<file path="src/rtl/asic_output_classifier.sv">
// asic_output_classifier
// Scans NUM_CH XADC aux channels over the DRP after each end-of-sequence pulse,
// averages 2^AVG_LOG2 complete rounds per channel, then publishes the averaged
// codes and the index of the largest one. A DRP read that never completes
// discards the whole round and raises a sticky timeout flag.
module asic_output_classifier #(
    parameter int         NUM_CH    = 4,
    parameter int         AVG_LOG2  = 2,
    parameter logic [6:0] BASE_ADDR = 7'h10,
    parameter int         TIMEOUT   = 255
) (
    input  logic                      clk,
    input  logic                      rst,
    input  logic                      enable,
    input  logic                      clear_err,
    output logic [6:0]                DADDR,
    output logic                      DEN,
    output logic                      DWE,
    output logic [15:0]               DI,
    input  logic [15:0]               DO,
    input  logic                      DRDY,
    input  logic                      EOS,
    output logic [$clog2(NUM_CH)-1:0] winner,
    output logic                      winner_valid,
    output logic [NUM_CH*12-1:0]      measured,
    output logic                      timeout_err
);

    localparam int IDX_W  = $clog2(NUM_CH);
    localparam int ACC_W  = 12 + AVG_LOG2;
    localparam int RND_W  = AVG_LOG2 + 1;
    localparam int WAIT_W = $clog2(TIMEOUT + 1);

    localparam logic [IDX_W-1:0]  LAST_IDX = IDX_W'(NUM_CH - 1);
    localparam logic [RND_W-1:0]  LAST_RND = RND_W'((1 << AVG_LOG2) - 1);
    localparam logic [WAIT_W-1:0] WAIT_MAX = WAIT_W'(TIMEOUT);

    typedef enum logic [2:0] {
        IDLE,
        WAIT_EOS,
        REQ,
        WAIT_DRDY,
        ROUND_DONE,
        ARGMAX,
        PUBLISH
    } state_t;

    state_t            state_reg;
    state_t            state_next;
    logic [IDX_W-1:0]  index_reg;
    logic [RND_W-1:0]  round_cnt_reg;
    logic [WAIT_W-1:0] wait_cnt_reg;
    logic [ACC_W-1:0]  acc_reg  [NUM_CH];
    logic [ACC_W-1:0]  snap_reg [NUM_CH];   // acc_reg as it stood when the round began
    logic [11:0]       meas_reg [NUM_CH];
    logic [ACC_W-1:0]  best_val_reg;
    logic [IDX_W-1:0]  best_idx_reg;

    logic              at_last_idx;
    logic              drdy_hit;
    logic              timeout_hit;
    logic              discard;
    logic              argmax_done;
    logic [ACC_W-1:0]  cand_val;
    logic              cand_better;
    logic [IDX_W-1:0]  final_idx;

    assign at_last_idx = (index_reg == LAST_IDX);
    assign drdy_hit    = (state_reg == WAIT_DRDY) && DRDY;
    // DRDY arriving on the final wait cycle wins over the timeout
    assign timeout_hit = (state_reg == WAIT_DRDY) && !DRDY && (wait_cnt_reg == WAIT_MAX);
    assign discard     = (state_reg == WAIT_EOS) && !enable;
    assign argmax_done = (state_reg == ARGMAX) && at_last_idx;

    // Strict greater-than keeps the earliest channel on ties
    assign cand_val    = acc_reg[index_reg];
    assign cand_better = (cand_val > best_val_reg);
    assign final_idx   = cand_better ? index_reg : best_idx_reg;

    assign DWE = 1'b0;
    assign DI  = '0;

    // Next-state logic and DRP request outputs
    always_comb begin
        state_next = state_reg;
        DEN        = 1'b0;
        DADDR      = '0;
        case (state_reg)
            IDLE: begin
                if (enable) state_next = WAIT_EOS;
            end
            WAIT_EOS: begin
                if (!enable)  state_next = IDLE;
                else if (EOS) state_next = REQ;
            end
            REQ: begin
                DEN        = 1'b1;
                DADDR      = BASE_ADDR + 7'(index_reg);
                state_next = WAIT_DRDY;
            end
            WAIT_DRDY: begin
                if (DRDY)             state_next = at_last_idx ? ROUND_DONE : REQ;
                else if (timeout_hit) state_next = WAIT_EOS;
            end
            ROUND_DONE: begin
                state_next = (round_cnt_reg == LAST_RND) ? ARGMAX : WAIT_EOS;
            end
            ARGMAX: begin
                if (at_last_idx) state_next = PUBLISH;
            end
            PUBLISH: begin
                state_next = WAIT_EOS;
            end
            default: state_next = IDLE;
        endcase
    end

    // State register, sequencing counters, argmax tracker and published results
    always_ff @(posedge clk) begin
        if (rst) begin
            state_reg     <= IDLE;
            index_reg     <= '0;
            round_cnt_reg <= '0;
            wait_cnt_reg  <= '0;
            best_val_reg  <= '0;
            best_idx_reg  <= '0;
            winner        <= '0;
            winner_valid  <= 1'b0;
            timeout_err   <= 1'b0;
        end else begin
            state_reg    <= state_next;
            winner_valid <= 1'b0;
            case (state_reg)
                WAIT_EOS: begin
                    index_reg <= '0;
                    if (!enable) round_cnt_reg <= '0;
                end
                REQ: begin
                    wait_cnt_reg <= '0;
                end
                WAIT_DRDY: begin
                    if (DRDY) begin
                        if (!at_last_idx) index_reg <= index_reg + 1'b1;
                    end else if (!timeout_hit) begin
                        wait_cnt_reg <= wait_cnt_reg + 1'b1;
                    end
                end
                ROUND_DONE: begin
                    round_cnt_reg <= round_cnt_reg + 1'b1;
                    index_reg     <= '0;
                    best_val_reg  <= '0;
                    best_idx_reg  <= '0;
                end
                ARGMAX: begin
                    if (cand_better) begin
                        best_val_reg <= cand_val;
                        best_idx_reg <= index_reg;
                    end
                    if (at_last_idx) begin
                        winner       <= final_idx;
                        winner_valid <= 1'b1;
                    end else begin
                        index_reg <= index_reg + 1'b1;
                    end
                end
                PUBLISH: begin
                    round_cnt_reg <= '0;
                end
                default: ;
            endcase
            if (timeout_hit)    timeout_err <= 1'b1;
            else if (clear_err) timeout_err <= 1'b0;
        end
    end

    for (genvar gi = 0; gi < NUM_CH; gi++) begin : g_ch
        // Per-channel accumulator with round-start snapshot for timeout rollback
        always_ff @(posedge clk) begin
            if (rst) begin
                acc_reg[gi]  <= '0;
                snap_reg[gi] <= '0;
            end else if (discard || (state_reg == PUBLISH)) begin
                acc_reg[gi]  <= '0;
                snap_reg[gi] <= '0;
            end else if (timeout_hit) begin
                acc_reg[gi] <= snap_reg[gi];
            end else if (drdy_hit && (index_reg == IDX_W'(gi))) begin
                acc_reg[gi] <= acc_reg[gi] + ACC_W'(DO[15:4]);
            end else if (state_reg == ROUND_DONE) begin
                snap_reg[gi] <= acc_reg[gi];
            end
        end

        // Averaged code captured alongside the winner
        always_ff @(posedge clk) begin
            if (rst) begin
                meas_reg[gi] <= '0;
            end else if (argmax_done) begin
                meas_reg[gi] <= acc_reg[gi][AVG_LOG2 +: 12];
            end
        end

        assign measured[12*gi +: 12] = meas_reg[gi];
    end

endmodule

</file>
<file path="config.mk">
export PLATFORM = sky130hd
export DESIGN_NAME = asic_output_classifier
export DESIGN_NICKNAME = d
export VERILOG_FILES = /design/src/rtl/asic_output_classifier.sv
export SDC_FILE = /design/constraint.sdc
export NUM_CORES = 1
export LEC_CHECK = 0
export BUFFER_PORTS_ARGS = -buffer_cell sky130_fd_sc_hd__buf_2
export CAP_MARGIN = 20
export CORE_ASPECT_RATIO = 2
export CORE_MARGIN = 4
export CORE_UTILIZATION = 62
export CTS_BUF_LIST = sky130_fd_sc_hd__clkbuf_4 sky130_fd_sc_hd__clkbuf_8
export DETAILED_ROUTE_END_ITERATION = 6
export PLACE_DENSITY = 0.83
export SYNTH_ARGS = -nofsm -noshare
export SYNTH_HDL_FRONTEND = slang
export SYNTH_SLANG_ARGS = --single-unit
</file>
<file path="constraint.sdc">
create_clock -name clk -period 4.1 [get_ports clk]
set_input_delay 0.615 -clock clk [delete_from_list [all_inputs] [get_ports clk]]
set_output_delay 0.615 -clock clk [all_outputs]
set_load 0.02 [all_outputs]
</file>
---- After elaboration in Yosys (flattened, before gate mapping) ----
Memories as Yosys holds them, arrays and structs flattened. A register that Yosys moved wholly into a read port is not among the register bits.
Cells that the tools add are included.
operators by class
  reductions and logical operators ........ 27
  magnitude comparators ................... 1
  div/mod/pow operators ................... 0
  bitwise gates (word level) .............. 25
  multipliers ............................. 0
  multiplexer cells ....................... 105
  $add $sub $neg .......................... 8
  equal/unequal tests ..................... 20
  shifts and indexed selects .............. 0
operators with widths
  kind                                                             count
  14-bit two-way mux                                               21
  1-bit two-way mux                                                57
  14-bit by 12-bit adder with 14-bit output                        4
  12-bit two-way mux                                               4
  14-bit case mux with 2 select lines                              1
  3-bit two-way mux                                                9
  1-bit bitwise OR                                                 24
  3-bit case mux with 7 select lines                               1
  8-bit two-way mux                                                2
  8-bit case mux with 2 select lines                               1
  14-bit greater-than comparator                                   1
  2-bit inequality test, second input constant                     7
  2-bit two-way mux                                                5
  3-bit by 2-bit == test with 1-bit output, second input constant  3
  3-bit == test, second input constant                             3
  1-bit logical AND                                                9
  3-bit case mux with 3 select lines                               1
  8-bit by 1-bit adder with 8-bit output, second input constant    1
  8-bit == test, second input constant                             1
  2-bit AND reduction                                              4
  5-bit by 2-bit adder with 6-bit output, first input constant     1
  6-bit two-way mux                                                1
  3-bit inequality test, second input constant                     2
  2-bit case mux with 3 select lines                               1
  other kinds (16)                                                 22
word-level totals
  bits in latches ......................... 0
  memory bits (writable) .................. 160
  register bits ........................... 36
  word-level logic and storage cells ...... 198
  bits in read-only memories .............. 0
  memories ................................ 3
memory list
  name      words  bits a word  read ports  clocked after memory_dff  write ports  line  RTL
  acc_reg   4      14           5           1                         4            53    logic [ACC_W-1:0] acc_reg [NUM_CH];
  snap_reg  4      14           4           0                         4            54    logic [ACC_W-1:0] snap_reg [NUM_CH];
  meas_reg  4      12           4           0                         4            55    logic [11:0] meas_reg [NUM_CH];

---- Depth between registers and ports, before layout ----
  word-level depth ........................ 9
  depth in mapped cells ................... 15

---- Worst setup path after synthesis ----
No wires, ideal clock.
  path kind ............................... register to register
  from .................................... register with a tool-made name
  to ...................................... register winner[0]
  cell stages (with the launch flop) ...... 13
  data arrival time ....................... 2895 ps
  path slack .............................. 1088 ps
  clock period less this slack ............ 3012 ps
  setup time .............................. 117 ps
  required time ........................... 3983 ps
  path through ............................ dfxtp_1 -> buf_2 -> buf_2 -> mux4_2 -> ha_1 -> a21o_1 -> a21o_1 -> a21oi_1 -> o21ai_1 -> a21oi_1 -> or2_2 -> mux2_2 -> a22o_1
RTL lines
  element               line  RTL
  end signal, assigned  160   winner <= final_idx;
  end, declared         23    output logic [$clog2(NUM_CH)-1:0] winner,

==> flow_summary.toml <==
[cts]
cts_root_buf = "clkbuf_8"
cts_tree = "built"
clock_latency_ns = 0.49
path_clk_slew_ns = 0.12
ctsHtreeMaxLevel = 4
cts-hold-fix-buffers = 0
post_cts_resized = 0
post_cts_buffers = 0
clock-sinks = 198
cts_buffers = 17
cts_buffer_depth = 2

[timing]
period_minus_slack_ns = 3.33
fin_crit_sh_pct = 81.1
tns_ns = 0
fin_skew_ns = 0.0167
setup_viol = 0
slew-limit-headroom_pct = 29.4
worst_pin_slew_ns = 1.06
grt_setup_unrepaired = "no"
fmax_ghz = 0.301
hold_violations = 0
whs_ns = 0.409
drv_slew = 0

[yosys]
async_reset_ff_share_pct = 0
synth_cell_type_count = 64
synth_top_cell_by_area = "edfxtp_1"
synth.top_cell.area_share_pct = 45.2
ys_warn_count = 0
synth-edff-count = 160
syn-mean-instance-area_um2 = 11.9
syn_inst = 897
ys.flop_type = "edfxtp_1"
yosys-top-cells-area = "edfxtp_1 (45%), ha_1 (7.6%), dfxtp_1 (7.2%), and2_1 (6.4%), a22o_1 (4.4%)"
yosysMostFrequentCell = "edfxtp_1"
yosys-top-cells-count = "edfxtp_1 (160), and2_1 (108), ha_1 (65)"
synth_seq_area_share_pct = 52.3
netlist_area_um2 = 10600
ys_ff_latch = 198

[worst_setup_path]
cp.required_ns = 4.51
critPathMaxFanout = 17
startpoint_type = "flip-flop"
cp-end-kind = "flip-flop"
path_class = "reg2reg"
arrival_ns = 3.73

[grt]
overflow = 0
grt_max_degree = 61
antenna_found_initial = 0
grt_pass1_wl_mm = 39.4
grt_pass1_vias = 7635
grt_usage_pct = 26.8

[outcome]
status = "completed"

[pwr]
power_density_nw_per_um2 = 367
sequentialPowerShare_pct = 55.4
p_total_w = 0.00423
p_leak_nw = 4.65
p_switching_w = 0.00121
internal_power_w = 0.00302
peakVddDrop_mv = 0.215
power_frac_clock_pct = 30.5
p_comb_share_pct = 14.1
switching_share_pct = 28.5

[floorplan]
die_area_um2 = 19400
initial_core_util_pct = 63.1
core_area_um2 = 16800
num_io_pins = 99
die_w_um = 101
core.rowCount = 67
die_y_um = 193

[routing]
drtIter0Drc = 621
vias_per_cell = 6.29
drt-pass1-iter-count = 5
wire_per_inst_um = 21.4
finalWirelength_mm = 25.2
vias = 7435
drc_errors = 0
postRouteAntennaNets = 0

[placed_design]
hpwl_mm = 18.1
place_congestion = 0.918
io_buffers = 73
post_dp_cell_area_um2 = 11100

[cells_and_area]
antenna_cells = 0
nets = 1053
syn_to_final_growth_pct = 8.25
layout-drive-gt1-share_pct = 15.9
fin_area_um2 = 11500
fillerInstances = 1258

[job]
drv_cap = 0

[worst_hold_path]
min_from = "clear_err"
hp-class = "in2reg"
## per-layer routing
metal	GRT usage [%]	vias up	part of all wire (%)
li1	-	3405	-
met1	29.1	3598	35
met2	45.4	322	51
met3	4.76	110	6.0
met4	19.5	0	8.2
met5	0	-	0
## per-stage QoR
| stage | util, % | instances | setup slack [ns] |
|---|---|---|---|
| after floorplan | - | 917 | 1.09 |
| after global placement | 65.7 | 1148 | 0.953 |
| after detailed placement | 65.7 | 1148 | 0.875 |
| after CTS | 68.1 | 1180 | 0.809 |
| after global routing | 68.3 | 1182 | 0.487 |
| final | 68.3 | 1182 | 0.775 |
## cells in the final DEF (no fill, tap or decap), types with 21 or more instances in the layout
cell type,n
a21o_1,21
inv_1,25
xnor2_1,29
a22o_1,53
dfxtp_1,38
conb_1,21
ha_1,65
o21ai_0,34
nor2_1,44
nand2b_1,25
a21oi_1,50
buf_2,73
and2_1,108
edfxtp_1,160
nand3_1,24
## worst max-delay path, cell delays in order, from the launching register on
cell and delay [ns]:
dfxtp_1 0.78, mux4_2 0.42, ha_1 0.31, a21o_1 0.16, a21o_1 0.17, a21oi_1 0.15
o21ai_1 0.07, a21oi_1 0.18, or3_1 0.50, buf_4 0.30, nand3_1 0.09, o21ai_0 0.08
## cell type report
type | instances | area, µm² | share of cell area [%]
sequential | 198 | 5570 | 48.3
multi-input combinational | 634 | 4710 | 40.9
timing repair buffer | 85 | 472 | 4.10
tap | 207 | 259 | 2.25
clock buffer | 18 | 248 | 2.15
clock inverter | 14 | 159 | 1.38
inverter | 26 | 97.6 | 0.848
## path summary, 6_finish.rpt
path,slack (ns),cells after the start,end
worst max-delay path,0.77,11,best_idx_reg[1]$_SDFFE_PP0P_
worst min-delay path,0.41,3,timeout_err$_SDFFE_PP0P_
worst max register to register,0.77,11,best_idx_reg[1]$_SDFFE_PP0P_
worst min register to register,0.48,2,best_val_reg[6]$_SDFFE_PP0P_
## cells by family after synthesis
| logic type | Yosys count | synth area share [%] |
|---|---|---|
| AOI/OAI and AO/OA | 211 | 13.8 |
| xor gates and xnor gates | 45 | 3.71 |
| adders and majority gates | 69 | 8.40 |
| buffers and inverters | 85 | 4.16 |
| DFF | 198 | 52.3 |
| muxes | 16 | 3.16 |
| other | 1 | 0.0353 |
| and+or+nand+nor | 272 | 14.4 |
## power by group through the flow
stage / sequential [W] / combinational [W] / clock, W
5_1_grt: 0.00235 / 0.000655 / 0.00139
3_3_place_gp: 0.00239 / 0.000572 / 0
2_1_floorplan: 0.00236 / 0.000446 / 0
3_5_place_dp: 0.00239 / 0.000585 / 0
6_report: 0.00234 / 0.000595 / 0.00129
4_1_cts: 0.00234 / 0.000591 / 0.00130
(Power assumes the default switching activity.)
